File: src/rtl/mem_port_arbiter.sv
`timescale 1ns/1ps
`default_nettype none
// ============================================================================
//  Module   : mem_port_arbiter
//  Purpose  : Shares one single-ported RAM between the instruction-fetch port
//             and the data port of a processor core.
//             - Fetches, loads and stores are captured into one slot per port.
//             - The captured requests are serialized onto one req/ack RAM port.
//             - Each requester gets its own read-response pulse.
//  Ports    : clk, rst          - clock, asynchronous active-high reset
//             imem_*            - fetch port (16-bit address, valid pulse)
//             mem_*             - data port (load/store, ready, valid pulse)
//             ram_*             - downstream request/acknowledge RAM port
//  Revision : 1.0  initial release
// ============================================================================
module mem_port_arbiter #(
    parameter logic [31:0] IBASE = 32'h0000_0000
) (
    input  logic        clk,
    input  logic        rst,
    input  logic [15:0] imem_addr,
    input  logic        imem_oe,
    output logic [31:0] imem_rdata,
    output logic        imem_valid,
    input  logic [31:0] mem_addr,
    input  logic        mem_oe,
    input  logic [31:0] mem_wdata,
    input  logic [3:0]  mem_we,
    output logic [31:0] mem_rdata,
    output logic        mem_valid,
    output logic        mem_ready,
    output logic        ram_req,
    output logic [31:0] ram_addr,
    output logic [3:0]  ram_we,
    output logic [31:0] ram_wdata,
    input  logic        ram_ack,
    input  logic        ram_rvalid,
    input  logic [31:0] ram_rdata
);

    localparam logic [1:0] S_IDLE  = 2'd0;
    localparam logic [1:0] S_ISSUE = 2'd1;
    localparam logic [1:0] S_RESP  = 2'd2;

    localparam logic OWN_I = 1'b0;
    localparam logic OWN_D = 1'b1;

    logic [1:0]  state_q, state_d;
    logic        owner_q, owner_d;
    logic        lastgnt_q, lastgnt_d;
    logic        ipend_q, ipend_d;
    logic [15:0] iaddr_q, iaddr_d;
    logic        istale_q, istale_d;
    logic        dpend_q, dpend_d;
    logic [31:0] daddr_q, daddr_d;
    logic [31:0] dwdata_q, dwdata_d;
    logic [3:0]  dwe_q, dwe_d;
    logic        ram_req_q, ram_req_d;
    logic [31:0] ram_addr_q, ram_addr_d;
    logic [3:0]  ram_we_q, ram_we_d;
    logic [31:0] ram_wdata_q, ram_wdata_d;

    logic        w_idle;
    logic        w_dcap;
    logic        w_icand;
    logic        w_dcand;
    logic        w_gnt_d;
    logic        w_gnt_i;
    logic        w_ack;
    logic        w_iresp;
    logic        w_ifly;

    assign w_idle  = (state_q == S_IDLE);
    assign w_dcap  = mem_oe & mem_ready;
    // Same-cycle strobes join the candidate set so an idle arbiter issues them
    // directly without first parking them in a slot.
    assign w_icand = ipend_q | imem_oe;
    assign w_dcand = dpend_q | w_dcap;
    // On a tie the port that did not win last time is served.
    assign w_gnt_d = w_idle & w_dcand & (~w_icand | (lastgnt_q == OWN_I));
    assign w_gnt_i = w_idle & w_icand & ~w_gnt_d;
    assign w_ack   = ram_req_q & ram_ack;
    assign w_iresp = ram_rvalid & (state_q == S_RESP) & (owner_q == OWN_I);
    assign w_ifly  = ~w_idle & (owner_q == OWN_I);

    // ------------------------------------------------------------------
    // FSM: state register
    // ------------------------------------------------------------------
    always_ff @(posedge clk or posedge rst) begin
        if (rst) begin
            state_q <= S_IDLE;
        end else begin
            state_q <= state_d;
        end
    end

    // ------------------------------------------------------------------
    // FSM: next-state logic
    // ------------------------------------------------------------------
    always_comb begin
        state_d = state_q;
        case (state_q)
            S_IDLE:  if (w_icand | w_dcand) state_d = S_ISSUE;
            S_ISSUE: if (w_ack) state_d = (ram_we_q != 4'd0) ? S_IDLE : S_RESP;
            S_RESP:  if (ram_rvalid) state_d = S_IDLE;
            default: state_d = S_IDLE;
        endcase
    end

    // ------------------------------------------------------------------
    // FSM: outputs
    // ------------------------------------------------------------------
    always_comb begin
        mem_ready  = ~dpend_q & ~((owner_q == OWN_D) & ~w_idle);
        mem_valid  = ram_rvalid & (state_q == S_RESP) & (owner_q == OWN_D);
        // A fetch arriving in the response cycle supersedes the one answered.
        imem_valid = w_iresp & ~istale_q & ~imem_oe;
    end

    assign imem_rdata = ram_rdata;
    assign mem_rdata  = ram_rdata;
    assign ram_req    = ram_req_q;
    assign ram_addr   = ram_addr_q;
    assign ram_we     = ram_we_q;
    assign ram_wdata  = ram_wdata_q;

    // ------------------------------------------------------------------
    // Capture slots and downstream request fields
    // ------------------------------------------------------------------
    always_comb begin
        owner_d     = owner_q;
        lastgnt_d   = lastgnt_q;
        ipend_d     = ipend_q;
        iaddr_d     = iaddr_q;
        istale_d    = istale_q;
        dpend_d     = dpend_q;
        daddr_d     = daddr_q;
        dwdata_d    = dwdata_q;
        dwe_d       = dwe_q;
        ram_req_d   = ram_req_q;
        ram_addr_d  = ram_addr_q;
        ram_we_d    = ram_we_q;
        ram_wdata_d = ram_wdata_q;

        // Newest fetch always wins the slot, overwriting an unissued one.
        if (imem_oe) begin
            ipend_d = 1'b1;
            iaddr_d = imem_addr;
        end
        if (w_gnt_i) begin
            ipend_d = 1'b0;
        end

        // The in-flight fetch's response ends any staleness; otherwise a new
        // fetch during an in-flight fetch makes that fetch's data unwanted.
        if (w_iresp) begin
            istale_d = 1'b0;
        end else if (imem_oe & w_ifly) begin
            istale_d = 1'b1;
        end

        if (w_dcap) begin
            dpend_d  = 1'b1;
            daddr_d  = mem_addr;
            dwdata_d = mem_wdata;
            dwe_d    = mem_we;
        end
        if (w_gnt_d) begin
            dpend_d = 1'b0;
        end

        if (w_gnt_d) begin
            ram_req_d   = 1'b1;
            ram_addr_d  = dpend_q ? daddr_q  : mem_addr;
            ram_we_d    = dpend_q ? dwe_q    : mem_we;
            ram_wdata_d = dpend_q ? dwdata_q : mem_wdata;
            owner_d     = OWN_D;
            lastgnt_d   = OWN_D;
        end else if (w_gnt_i) begin
            ram_req_d   = 1'b1;
            ram_addr_d  = IBASE | {16'h0000, (imem_oe ? imem_addr : iaddr_q)};
            ram_we_d    = 4'd0;
            ram_wdata_d = 32'd0;
            owner_d     = OWN_I;
            lastgnt_d   = OWN_I;
        end else if (w_ack) begin
            ram_req_d   = 1'b0;
        end
    end

    always_ff @(posedge clk or posedge rst) begin
        if (rst) begin
            owner_q     <= OWN_I;
            lastgnt_q   <= OWN_I;
            ipend_q     <= 1'b0;
            iaddr_q     <= 16'd0;
            istale_q    <= 1'b0;
            dpend_q     <= 1'b0;
            daddr_q     <= 32'd0;
            dwdata_q    <= 32'd0;
            dwe_q       <= 4'd0;
            ram_req_q   <= 1'b0;
            ram_addr_q  <= 32'd0;
            ram_we_q    <= 4'd0;
            ram_wdata_q <= 32'd0;
        end else begin
            owner_q     <= owner_d;
            lastgnt_q   <= lastgnt_d;
            ipend_q     <= ipend_d;
            iaddr_q     <= iaddr_d;
            istale_q    <= istale_d;
            dpend_q     <= dpend_d;
            daddr_q     <= daddr_d;
            dwdata_q    <= dwdata_d;
            dwe_q       <= dwe_d;
            ram_req_q   <= ram_req_d;
            ram_addr_q  <= ram_addr_d;
            ram_we_q    <= ram_we_d;
            ram_wdata_q <= ram_wdata_d;
        end
    end

endmodule
`default_nettype wire

File: config.mk
export PLATFORM = sky130hd
export DESIGN_NAME = mem_port_arbiter
export DESIGN_NICKNAME = d
export VERILOG_FILES = /design/src/rtl/mem_port_arbiter.sv
export SDC_FILE = /design/constraint.sdc
export NUM_CORES = 1
export LEC_CHECK = 0
export ABC_AREA = 1
export CAP_MARGIN = 40
export CORE_AREA = 8 8 147 149
export DETAILED_ROUTE_END_ITERATION = 16
export DIE_AREA = 0 0 155 157
export DONT_BUFFER_PORTS = 1
export PLACE_DENSITY = 0.57
export SYNTH_ARGS = -nofsm -noshare
export SYNTH_HDL_FRONTEND = slang
export SYNTH_SLANG_ARGS = --single-unit
export TNS_END_PERCENT = 5
File: constraint.sdc
create_clock -name clk -period 6.7 [get_ports clk]
set_input_delay 1.34 -clock clk [delete_from_list [all_inputs] [get_ports clk]]
set_output_delay 1.34 -clock clk [all_outputs]
set_load 0.02 [all_outputs]
==> summary.md <==
| Metric | Value |
|---|---|
| Routed Antenna Nets | `0` |
| CTS root buffer | `clkbuf_16` |
| Detailed placement HPWL | `12.12 mm` |
| Synth Area per Inst | `8.471 sq um` |
| Max-slew violations | `0` |
| WHS Endpoint | `dwdata_q[18]` |
| CP delay by family, top | `simple AND/OR/NAND/NOR gates` |
| Die width | `155 um` |
| Fillers | `1935` |
| Critical path class | `in2out` |
| Hold slack | `0.4848 ns` |
| MaxCap Viol Count | `0` |
| DIE AREA | `24340 sq um` |
| R2R cell count | `6` |
| Worst Setup Start Kind | `input pin` |
| Max_slew headroom | `0.4600` |
| Synth area leader | `dfrtp_1` |
| Area growth from synthesis to layout | `3.131%` |
| Crit Path Max Fanout | `3` |
| P_leak | `3.699 nW` |
| Largest family of logic cells by synthesized area | `simple AND/OR/NAND/NOR gates` |
| Clock sink total | `159` |
| Xor and xnor fraction of the mapped netlist area | `0` |
| R2r endpoint | `ram_addr[30]` |
| Post-CTS setup buffers | `0` |
| Antenna cells | `0` |
| Htree depth | `4` |
| Mapped Cells | `887` |
| Hold_sp | `dwdata_q[18]` |
| Hold path depth | `2` |
| RePlAce Congestion | `0.7534` |
| Synth Register Bits | `159` |
| Sw frac | `0.4381` |
| CTS clk-pin slew, worst paths | `0.06 ns` |
| Seq/Total Area, Yosys | `0.5296` |
| Worst min-delay path class | `reg2reg` |
| DRC | `0` |
| Cell Area, Synth | `7513 sq um` |
| Post-route clock skew | `0.01293 ns` |
| Buffers and inverters on the worst path | `0` |
| Net count reported at finish | `913` |
| Most common cell after layout, fill and taps aside | `dfrtp_1` |
| Sequential Power Share | `0.485` |
| VDD IR max | `240.7 uV` |
| Post-Syn Nets | `1009` |
| Internal power | `0.002345 W` |
| Clock power share | `0.222` |
| Vias per Instance | `4.854` |
| Cell row count | `51` |
| Top-area cell type share of the netlist area | `0.5296` |
| Mux cell area share after synthesis | `0` |
| CORE AREA | `19210 sq um` |
| Routed wire length | `17.78 mm` |
| Violation count after the first detailed-route iteration | `257` |
| Power per cell area | `538.6 nW/um^2` |
| TNS Setup | `0 ns` |
| Routed WL per cell | `16.63 um` |
| Post-Synth Adder-Cell Area | `0` |
| Total power | `0.004173 W` |
| CP required | `5.36 ns` |
| CP Capture Type | `output port` |
| Fin crit share | `0.4919` |
| Synth Warn # | `0` |
| Setup-failing EPs final | `0` |
| Synth Area in Compound Gates | `0.1522` |
| Register-to-Register Setup Slack | `4.03 ns` |
| Vias in the first global route | `5164` |
| Simple-gate share of the synthesized area | `0.1709` |
| CTS buffer count | `17` |
| CP max stage delay | `0.52 ns` |
| RSZ-0062 raised after global routing | `false` |
| Port bufs | `0` |
| Initial antenna violation count | `0` |
| Gr usage total | `0.1512` |
| Combinational share of power | `0.294` |
| Post-CTS Resized | `0` |
| Initial Util | `0.3912` |
| Largest cells by area after synthesis | `dfrtp_1, o21ai_0, buf_4` |
| First-pass GRT wire length | `28.84 mm` |
| Crit-path slowest cell | `nor3_1` |
| Commonest non-fill, non-tap cells in the layout | `dfrtp_1, o21ai_0, nand2_1` |
| Critical path, cell by cell | `nand4_1, nor3_1` |
| Net switching power figure | `0.001828 W` |
| Clk buf depth | `2` |
| Worst R2R Start | `state_q[1]` |
| Worst-Skew Late Latency | `0.42 ns` |
| Drt pass-1 iters | `5` |
| Grt ovf | `0` |
| Cell variety after synth | `26` |
| Critical Path AT | `1.96 ns` |
| Share of cells above drive strength 1 | `0.07836` |
| Vias | `5189` |
| Die Height | `157 um` |
| Fin crit period | `3.295 ns` |
| Worst slew pin tran | `0.8100 ns` |
| Largest net degree at the start of global routing | `87` |
| Fmax | `0.3034 GHz` |
| Status | `finished clean` |
| Final Hold Vio Count | `0` |
| # hold bufs at CTS | `0` |
| CTS tree | `yes` |
| Ports | `258` |
Yosys cell counts (all sizes together):
cell type / count
a21o: 1
inv: 91
or2: 16
o21bai: 1
nor2: 72
nand2: 108
nor3b: 1
nor4: 1
a21oi: 67
buf: 86
o21a: 3
nand3: 91
clkbuf: 36
nor3: 2
nand4: 1
o21ai: 151
dfrtp: 159
final cells by class:
cell class / instances / area [sq um] / area share
Clock buffer: 19 / 442.9 / 0.05716
Clock inverter: 13 / 115.1 / 0.01486
Inverter: 91 / 346.6 / 0.04473
Multi-Input combinational cell: 515 / 2445 / 0.3155
Sequential cell: 159 / 3983 / 0.5140
Tap cell: 265 / 331.6 / 0.04279
Timing Repair Buffer: 7 / 85.08 / 0.01098
state kept, by name, indices dropped and copies added, names as in the netlist:
| signal | count |
|---|---|
| ram_wdata | 32 |
| ram_we | 4 |
| daddr_q | 32 |
| ipend_q | 1 |
| dwdata_q | 32 |
| dpend_q | 1 |
| dwe_q | 4 |
| istale_q | 1 |
| state_q | 2 |
| ram_req | 1 |
| ram_addr | 32 |
| lastgnt_q | 1 |
| iaddr_q | 16 |
routing by layer:
| metal | global-route usage | wire (um) | up-vias |
|---|---|---|---|
| met3 | 0.07678 | 1867 | 15 |
| met4 | 0.04386 | 188 | 0 |
| li1 | - | - | 2608 |
| met5 | 0 | 0 | - |
| met1 | 0.1907 | 7985 | 2418 |
| met2 | 0.2225 | 7738 | 148 |
kinds of logic (layout without fill, tap and decap cells):
logic type      after synthesis  count (layout)
compound gates              223             223
buf+inv                     213             130
flops                       159             159
simple gates                292             292
power groups by stage:
stage | sequential [W] | clock [W] | combinational (W)
2_1_floorplan | 0.00188 | 0 | 0.00113
3_3_place_gp | 0.00204 | 0 | 0.00120
4_1_cts | 0.00203 | 0.000952 | 0.00125
3_5_place_dp | 0.00204 | 0 | 0.00125
5_1_grt | 0.00209 | 0.000993 | 0.00145
6_report | 0.00202 | 0.000926 | 0.00123
worst register-to-register path: stages (launching register included):
cell and delay [ns]:
dfrtp_1 0.43, nor2_4 0.25, o21a_1 0.56, nand2_4 0.46
buf_4 0.50, nand3_1 0.21, o21ai_0 0.10
how the worst max path moves through the flow:
stage                    to       start  slack, ns  depth (start not counted)
2_1_floorplan    daddr_q[0]         rst       1.07                          1
3_3_place_gp   ram_addr[14]     imem_oe       3.25                          7
3_5_place_dp        ram_req     imem_oe       3.20                          6
4_1_cts          imem_valid  ram_rvalid       3.40                          2
5_1_grt        ram_addr[14]     imem_oe       3.34                          7
6_report         imem_valid  ram_rvalid       3.40                          2
stage by stage:
| step | area [sq um] | cells | worst slack (ns) | utilization |
|---|---|---|---|---|
| final | 7749 | 1069 | 3.405 | 0.4034 |
| after global routing | 7749 | 1069 | 3.335 | 0.4034 |
| after CTS | 7749 | 1069 | 3.398 | 0.4034 |
| after detailed placement | 7191 | 1037 | 3.201 | 0.3744 |
| after global placement | 7143 | 1035 | 3.252 | 0.3719 |
| after floorplan | 7513 | 887 | 1.068 | - |
Power figures use the tool's default switching activity.
